[config.mk]
export PLATFORM = sky130hd
export DESIGN_NAME = button_debounce
export DESIGN_NICKNAME = d
export VERILOG_FILES = /design/src/rtl/button_debounce.sv
export SDC_FILE = /design/constraint.sdc
export NUM_CORES = 1
export LEC_CHECK = 0
export ABC_AREA = 0
export CAP_MARGIN = 20
export CELL_PAD_IN_SITES_DETAIL_PLACEMENT = 0
export CELL_PAD_IN_SITES_GLOBAL_PLACEMENT = 1
export CORE_MARGIN = 1.5
export CORE_UTILIZATION = 50
export DETAILED_ROUTE_END_ITERATION = 8
export DONT_BUFFER_PORTS = 1
export PLACE_DENSITY_LB_ADDON = 0.1
export SYNTH_ARGS = -nofsm -noshare
export SYNTH_HDL_FRONTEND = slang
export SYNTH_SLANG_ARGS = --single-unit
[constraint.sdc]
create_clock -name clk -period 2.1 [get_ports clk]
set_input_delay 0.21 -clock clk [delete_from_list [all_inputs] [get_ports clk]]
set_output_delay 0.21 -clock clk [all_outputs]
set_load 0.02 [all_outputs]
[src/rtl/button_debounce.sv]
// Push-button/switch conditioner: per-channel 2-flop synchronizer, shared sample-tick
// prescaler, debounce FSM and registered level / press / release / long-press outputs.
module button_debounce #(
  parameter int WIDTH        = 4,
  parameter int TICK_DIV     = 65000,
  parameter int STABLE_TICKS = 10,
  parameter int LONG_TICKS   = 1000
) (
  input  logic             clk,
  input  logic             rstN,
  input  logic [WIDTH-1:0] btn_in,
  output logic [WIDTH-1:0] btn_level,
  output logic [WIDTH-1:0] btn_press,
  output logic [WIDTH-1:0] btn_release,
  output logic [WIDTH-1:0] btn_long,
  output logic             tick
);

  localparam int DW = $clog2(TICK_DIV);
  localparam int CW = $clog2(STABLE_TICKS + 32'sd1);
  localparam int HW = $clog2(LONG_TICKS + 32'sd1);

  localparam logic [DW-1:0] DIV_LAST = DW'(TICK_DIV - 32'sd1);
  localparam logic [DW-1:0] DIV_PRE  = DW'(TICK_DIV - 32'sd2);
  localparam logic [DW-1:0] DIV_ONE  = DW'(32'sd1);
  localparam logic [DW-1:0] DIV_ZERO = {DW{1'b0}};
  localparam logic [CW-1:0] CNT_LAST = CW'(STABLE_TICKS - 32'sd1);
  localparam logic [CW-1:0] CNT_ONE  = CW'(32'sd1);
  localparam logic [CW-1:0] CNT_ZERO = {CW{1'b0}};
  localparam logic [HW-1:0] HOLD_MAX  = HW'(LONG_TICKS);
  localparam logic [HW-1:0] HOLD_ONE  = HW'(32'sd1);
  localparam logic [HW-1:0] HOLD_ZERO = {HW{1'b0}};

  typedef enum logic [1:0] {
    ST_LOW       = 2'd0,
    ST_PEND_HIGH = 2'd1,
    ST_HIGH      = 2'd2,
    ST_PEND_LOW  = 2'd3
  } state_e;

  logic [WIDTH-1:0] sync1_r;
  logic [WIDTH-1:0] sync2_r;
  logic [DW-1:0]    div_cnt_r;
  logic             tick_r;

  state_e           state_r     [WIDTH];
  state_e           state_nxt_s [WIDTH];
  logic [CW-1:0]    cnt_r       [WIDTH];
  logic [CW-1:0]    cnt_nxt_s   [WIDTH];
  logic [HW-1:0]    hold_r      [WIDTH];
  logic [HW-1:0]    hold_nxt_s  [WIDTH];

  logic [WIDTH-1:0] level_nxt_s;
  logic [WIDTH-1:0] press_nxt_s;
  logic [WIDTH-1:0] release_nxt_s;
  logic [WIDTH-1:0] long_nxt_s;

  // Two-flop synchronizer for the asynchronous pins
  always_ff @(posedge clk or negedge rstN) begin
    if (!rstN) begin
      sync1_r <= {WIDTH{1'b0}};
      sync2_r <= {WIDTH{1'b0}};
    end else begin
      sync1_r <= btn_in;
      sync2_r <= sync1_r;
    end
  end

  // Prescaler; tick_r is registered so it is high exactly while the count is TICK_DIV-1
  always_ff @(posedge clk or negedge rstN) begin
    if (!rstN) begin
      div_cnt_r <= DIV_ZERO;
      tick_r    <= 1'b0;
    end else begin
      if (div_cnt_r == DIV_LAST) begin
        div_cnt_r <= DIV_ZERO;
      end else begin
        div_cnt_r <= div_cnt_r + DIV_ONE;
      end
      tick_r <= (div_cnt_r == DIV_PRE);
    end
  end

  assign tick = tick_r;

  // Per-channel state, stable counter and hold counter registers
  always_ff @(posedge clk or negedge rstN) begin
    if (!rstN) begin
      for (int i = 0; i < WIDTH; i++) begin
        state_r[i] <= ST_LOW;
        cnt_r[i]   <= CNT_ZERO;
        hold_r[i]  <= HOLD_ZERO;
      end
    end else begin
      for (int i = 0; i < WIDTH; i++) begin
        state_r[i] <= state_nxt_s[i];
        cnt_r[i]   <= cnt_nxt_s[i];
        hold_r[i]  <= hold_nxt_s[i];
      end
    end
  end

  // Next-state logic: a level change always beats a coincident tick
  always_comb begin
    for (int i = 0; i < WIDTH; i++) begin
      state_nxt_s[i] = state_r[i];
      cnt_nxt_s[i]   = cnt_r[i];
      case (state_r[i])
        ST_LOW: begin
          if (sync2_r[i]) begin
            state_nxt_s[i] = ST_PEND_HIGH;
            cnt_nxt_s[i]   = CNT_ZERO;
          end else begin
            state_nxt_s[i] = ST_LOW;
          end
        end
        ST_PEND_HIGH: begin
          if (!sync2_r[i]) begin
            state_nxt_s[i] = ST_LOW;
          end else if (tick_r) begin
            if (cnt_r[i] == CNT_LAST) begin
              state_nxt_s[i] = ST_HIGH;
            end else begin
              cnt_nxt_s[i] = cnt_r[i] + CNT_ONE;
            end
          end else begin
            state_nxt_s[i] = ST_PEND_HIGH;
          end
        end
        ST_HIGH: begin
          if (!sync2_r[i]) begin
            state_nxt_s[i] = ST_PEND_LOW;
            cnt_nxt_s[i]   = CNT_ZERO;
          end else begin
            state_nxt_s[i] = ST_HIGH;
          end
        end
        ST_PEND_LOW: begin
          if (sync2_r[i]) begin
            state_nxt_s[i] = ST_HIGH;
          end else if (tick_r) begin
            if (cnt_r[i] == CNT_LAST) begin
              state_nxt_s[i] = ST_LOW;
            end else begin
              cnt_nxt_s[i] = cnt_r[i] + CNT_ONE;
            end
          end else begin
            state_nxt_s[i] = ST_PEND_LOW;
          end
        end
        default: begin
          state_nxt_s[i] = ST_LOW;
          cnt_nxt_s[i]   = CNT_ZERO;
        end
      endcase

      // Hold time survives a release glitch; only a real return to LOW clears it
      if (state_nxt_s[i] == ST_LOW) begin
        hold_nxt_s[i] = HOLD_ZERO;
      end else if (btn_level[i] && tick_r && (hold_r[i] != HOLD_MAX)) begin
        hold_nxt_s[i] = hold_r[i] + HOLD_ONE;
      end else begin
        hold_nxt_s[i] = hold_r[i];
      end
    end
  end

  // Output decode from the current/next state pair
  always_comb begin
    for (int i = 0; i < WIDTH; i++) begin
      level_nxt_s[i]   = (state_nxt_s[i] == ST_HIGH) || (state_nxt_s[i] == ST_PEND_LOW);
      press_nxt_s[i]   = (state_r[i] == ST_PEND_HIGH) && (state_nxt_s[i] == ST_HIGH);
      release_nxt_s[i] = (state_r[i] == ST_PEND_LOW) && (state_nxt_s[i] == ST_LOW);
      long_nxt_s[i]    = (hold_nxt_s[i] == HOLD_MAX) && (hold_r[i] != HOLD_MAX);
    end
  end

  // Registered outputs, updated on the same edge as the state
  always_ff @(posedge clk or negedge rstN) begin
    if (!rstN) begin
      btn_level   <= {WIDTH{1'b0}};
      btn_press   <= {WIDTH{1'b0}};
      btn_release <= {WIDTH{1'b0}};
      btn_long    <= {WIDTH{1'b0}};
    end else begin
      btn_level   <= level_nxt_s;
      btn_press   <= press_nxt_s;
      btn_release <= release_nxt_s;
      btn_long    <= long_nxt_s;
    end
  end

endmodule
Word-level counts from Yosys, hierarchy flattened:

Cells that the tools add are included.

* add/sub/neg operators: 9
* eq/ne operators: 50
* muxes and demuxes: 73
* reduce and logical (&&, ||, !) cells: 36

Operator list (number)
* 4-bit 2-to-1 mux: 24
* 10-bit 2-to-1 mux: 8
* 4-bit case mux with 4 select lines: 4
* 2-bit 2-to-1 mux: 24
* 10-bit by 1-bit adder with 10-bit output (second input constant): 4
* 10-bit equality test (second input constant): 4
* 10-bit != test (second input constant): 4
* 16-bit equality test (second input constant): 2
* 2-bit equality test (second input constant): 16
* 2-bit != test (second input constant): 16
* 2-bit case mux with 4 select lines: 4
* 1-bit logical AND: 20
* 16-bit by 1-bit adder with 16-bit output (second input constant): 1
* 4-bit by 1-bit adder with 4-bit output (second input constant): 4
* 4-bit equality test (second input constant): 4
* 2-bit zero test: 8
* 16-bit 2-to-1 mux: 1
* 4-bit AND reduction: 4
* 2-bit by 1-bit equality test with 1-bit output (second input constant): 4
* 1-bit 2-to-1 mux: 8
* 1-bit logical OR: 4

* register bits: 105
* output and inout bits: 17

Depth between registers and ports, before layout:

* depth in word-level cells: 9
* mapped depth: 8
* depth with buffers taken out: 7

Worst setup path before layout:

OpenSTA, ideal clock, no wires.

* path type: flip-flop to flip-flop
* start: register hold_r[30] (netlist bit)
* end: register btn_long[0]
* library setup time: 0.095 ns
* arrival time: 1.740 ns
* required time: 2.005 ns
* slack: 0.265 ns
* stages on the path, launching flop included: 8
* buffers on the path: 0
* cell sequence: dfrtp_1 > inv_1 > ha_1 > nand4b_1 > o31ai_1 > mux2i_1 > o31ai_1 > nor4b_2

* word-level cells in the longest chain between the ends: 6
* elaborated cells on any way between the ends: 7
* classes of those cells: 1 x add/sub; 2 x eq/ne; 2 x mux; 2 x reduce/logical

RTL lines
* start, declared: line 50 `logic [HW-1:0] hold_r [WIDTH];`
* start signal, assigned by index: line 98 `hold_r[i] <= hold_nxt_s[i];`
* branches (longest 5 deep; another with 10-bit by 1-bit adder with 10-bit output)
* 1-bit logical AND *: line 174 `long_nxt_s[i] = (hold_nxt_s[i] == HOLD_MAX) && (hold_r[i] != HOLD_MAX);`
* via long_nxt_s[0]: line 56 `logic [WIDTH-1:0] long_nxt_s;`
* end signal, assigned: line 184 `btn_long <= {WIDTH{1'b0}};`
* end signal, assigned: line 189 `btn_long <= long_nxt_s;`
* end, declared: line 15 `output logic [WIDTH-1:0] btn_long,`

Mark *: on every way through the listed nets, which the timed path passes.
A chain may end at the register's enable or synchronous reset.

Worst setup path after layout:

Same ends and word-level chain as after synthesis.

==> key figures <==
Cells and area
  – Filler cell count: just over 900
  – Commonest non-fill, non-tap cell in the layout: dfrtp_1
  – Most frequent cells in the layout: dfrtp_1, nor2_1, xnor2_1
  – Layout cells sized above 1: between 6 and 7%
  – Nets: approximately 570
  – Antenna Cells: 0
  – Finished Layout Cells: a little under 700
  – Area growth syn-to-layout: 7.05%
  – Register area: 2550 sq um
  – Multi-input gate area: about 2500 sq um

Setup path
  – Buf+Inv Stages, Crit Path: 1
  – Critical path arrival: ~2.3 ns
  – R2r worst-path depth: 7
  – Crit Path Category: flip-flop to flip-flop
  – Cells along the critical path: inv_1 > ha_1 > nand4b_1 > o31ai_4 > mux2i_1 > o31ai_1 > nor4b_2
  – Slowest CP cell: dfrtp_1
  – R2r startpoint: hold_r[30]
  – CP Capture Type: flip-flop
  – Startpoint Class: flip-flop
  – Worst-path fanout max: 7
  – CP peak stage delay: 0.45 ns
  – CP required: 2.38 ns
  – Worst r2r dst: btn_long[0]
  – CP top delay family: simple AND/OR/NAND/NOR gates
  – Reg-to-reg setup timing slack: roughly 0.13 ns

Floorplan
  – Cell row count: 37
  – Die footprint: between 10,000 and 15,000 sq um
  – Io pins: 23
  – Die Y: around 110 um
  – Core Box Area: a little over 10,000 sq um
  – Initial Util: roughly half
  – Width of the die: 105 um

Synth
  – Mapped cell area: around 5200 sq um
  – Simple-Gate Fraction of Synth Area: between 20% and 30%
  – Synth Area in Compound Gates: approximately 5.6%
  – Sequential element share of the synthesized area: between 40% and 50%
  – Synthesized instance count: between 500 and 600
  – Post-Synth XOR/XNOR Area: approximately 11%
  – Avg Inst Size Synth: slightly below 10 sq um
  – Synth cell types: 53
  – Mux contribution to synthesized area: 0.983%
  – Yosys warnings: 0
  – Top_reg_cell synth: dfrtp_1
  – Synth async-reset ratio: between 90% and 100%
  – Net count after synthesis: about 560
  – Adder-cell share of the synthesized area: roughly 4.3%
  – #FFs+latches synth: between 100 and 150
  – Largest family of logic cells by synthesized area: simple AND/OR/NAND/NOR gates
  – EDFF count, synth: 0

Pwr
  – Peak supply drop: slightly below 0.0005 V
  – Leak Pwr: approximately 2.4 nW
  – Power Dens Cells: between 500 and 600 nW/um^2

STA
  – Post-route minimum period: 1.97 ns
  – Max_slew headroom: around 67%
  – Setup TNS: 0 ns
  – Final Cycle Share: a little over nine tenths
  – Fin Hold WS: -0.480 ns
  – Final hold vios: 102
  – Final max-slew violation count: 0
  – Clock Skews: about 0.012 ns
  – Final Setup Violations: 0
  – RSZ-0062 raised after global routing: yes
  – Slew @ Worst Pin: roughly 0.49 ns
  – Max Fclk: just over 0.5 GHz

Drt
  – DRC: 0
  – DR WL/cell: approximately 14 um
  – Via count: approximately 3,700
  – Vias per cell: 5.37
  – Routed wire length: around 9300 um
  – 1st-iter DRT viols: roughly 130
  – ANT nets after route: 0
  – Pre-antenna DRT Iters: 4

Run
  – Max_cap viols: 0

GRT
  – First-pass GRT wire length: between 15,000 and 20,000 um
  – Largest net degree at the start of global routing: ~100
  – Initial antenna violation count: 0
  – GRT Residual Overflow: 0
  – Total Routing Usage GR: approximately 19%
  – Vias in the first global route: 3,691

Clock network
  – Sink Count: 102
  – Hold buffers post-CTS: 4
  – H-tree depth: 3
  – Root Driver: clkbuf_8
  – Clock Tree Buf Depth: 2
  – CTS tree: done
  – Clk Latency, worst-skew pair: between 0.3 and 0.4 ns
  – Clk slew on worst S/H paths: about 0.10 ns
  – CTS Buf Count: 9

Status
  – Failing checks: hold timing
  – Status: complete, but fails checks

Worst hold path
  – Min-Delay Path Class: input port to asynchronous set/reset pin

Placement
  – Placer Congestion: slightly above 0.8
  – Port bufs: 0
  – Hpwl dp: ~6500 um
  – Placed insts: about 670
[synthesized netlist by cell type, types with 3 or more instances]
| master | count | area share [%] |
|---|---|---|
| dfrtp_1 | 102 | 49 |
| nor2_1 | 93 | 6.7 |
| xnor2_1 | 41 | 6.9 |
| nand2_1 | 40 | 2.9 |
| xor2_1 | 25 | 4.2 |
| inv_1 | 24 | 1.7 |
| nand3_1 | 20 | 1.9 |
| nor3_1 | 19 | 1.8 |
| ha_1 | 18 | 4.3 |
| nand4_1 | 16 | 1.9 |
| a21oi_1 | 14 | 1.3 |
| clkbuf_1 | 9 | 0.65 |
| o21ai_0 | 9 | 0.86 |
| and3_1 | 8 | 0.96 |
| nor4_1 | 8 | 0.96 |
| buf_4 | 7 | 1.0 |
| nand3b_1 | 7 | 1.0 |
| nand4b_1 | 7 | 1.2 |
| nor2b_1 | 5 | 0.60 |
| a31oi_1 | 4 | 0.48 |
| and2_1 | 4 | 0.48 |
| and4_1 | 4 | 0.67 |
| buf_2 | 4 | 0.38 |
| mux2i_1 | 4 | 0.77 |
| nor3b_1 | 4 | 0.58 |
| and4b_1 | 3 | 0.58 |
| nand2b_1 | 3 | 0.36 |
| nand3_2 | 3 | 0.58 |
[cell type report]
| cell class | count | share of cell area, % |
|---|---|---|
| Sequential cell | 102 | 45.7 |
| Multi-Input combinational cell | 393 | 44.5 |
| Tap cell | 136 | 3.04 |
| Clock buffer | 12 | 2.60 |
| Timing Repair Buffer | 15 | 2.19 |
| Inverter | 24 | 1.61 |
| Clock inverter | 3 | 0.381 |
[cell families (layout without fill, tap and decap cells)]
group	count (synthesis)	in the layout
AND/OR/NAND/NOR	258	258
buffers and inverters	44	54
multiplexers	5	5
AO/OA/AOI/OAI	46	46
adder cells (fa/ha/maj)	18	18
flip-flops	102	102
XOR/XNOR	66	66
[worst max path at each step]
stage | to | cells past startpoint | startpoint | slack (ns)
floorplan | btn_long[0] | 7 | hold_r[30] | 0.26
global placement | btn_long[2] | 6 | hold_r[10] | 0.17
detailed placement | btn_long[0] | 7 | hold_r[30] | 0.06
CTS | btn_long[0] | 7 | hold_r[30] | 0.04
global route | btn_long[0] | 7 | hold_r[30] | -0.006
finish | btn_long[0] | 7 | hold_r[30] | 0.13
[power breakdown]
group          internal, W  switching [W]  leakage (nW)  total [W]
Combinational    0.0000192      0.0000272         0.899  0.0000464
Clock             0.000458       0.000641        0.0824    0.00110
Sequential         0.00197      0.0000132          1.38    0.00199
Total              0.00245       0.000681          2.36    0.00313
[layer usage]
layer  part of all wire [%]  track usage (%)
met1                     48             24.0
met2                     46             29.4
met3                    3.1             4.49
met4                    2.0             8.90
met5                      0                0
[registers in the layout, summed over array words and instances, names as in the netlist, 7 cells and up]
| signal | cells |
|---|---|
| hold_r | 40 |
| cnt_r | 16 |
| div_cnt_r | 16 |
| state_r | 7 |
[stage by stage]
step / power, W / area (sq um) / hold WS (ns) / util [%] / setup WS [ns]
2_1_floorplan: 0.00205 / 5220 / -0.0856 / - / 0.265
3_3_place_gp: 0.00207 / 5370 / -0.0829 / 52.5 / 0.167
3_5_place_dp: 0.00207 / 5370 / -0.0825 / 52.5 / 0.0610
4_1_cts: 0.00321 / 5570 / -0.512 / 54.5 / 0.0401
5_1_grt: 0.00326 / 5590 / -0.512 / 54.6 / -0.00638
6_report: 0.00313 / 5590 / -0.480 / 54.6 / 0.134
[repair_timing]
| action | 4_1_cts | 5_1_grt |
|---|---|---|
| endpoints found under the hold margin | 106 | 102 |
| setup endpoints to repair | 0 | 2 |
| buffers inserted | 0 | 0 |
| gates resized for setup | 0 | 3 |
Note: power is estimated with default switching activity, not from simulation.
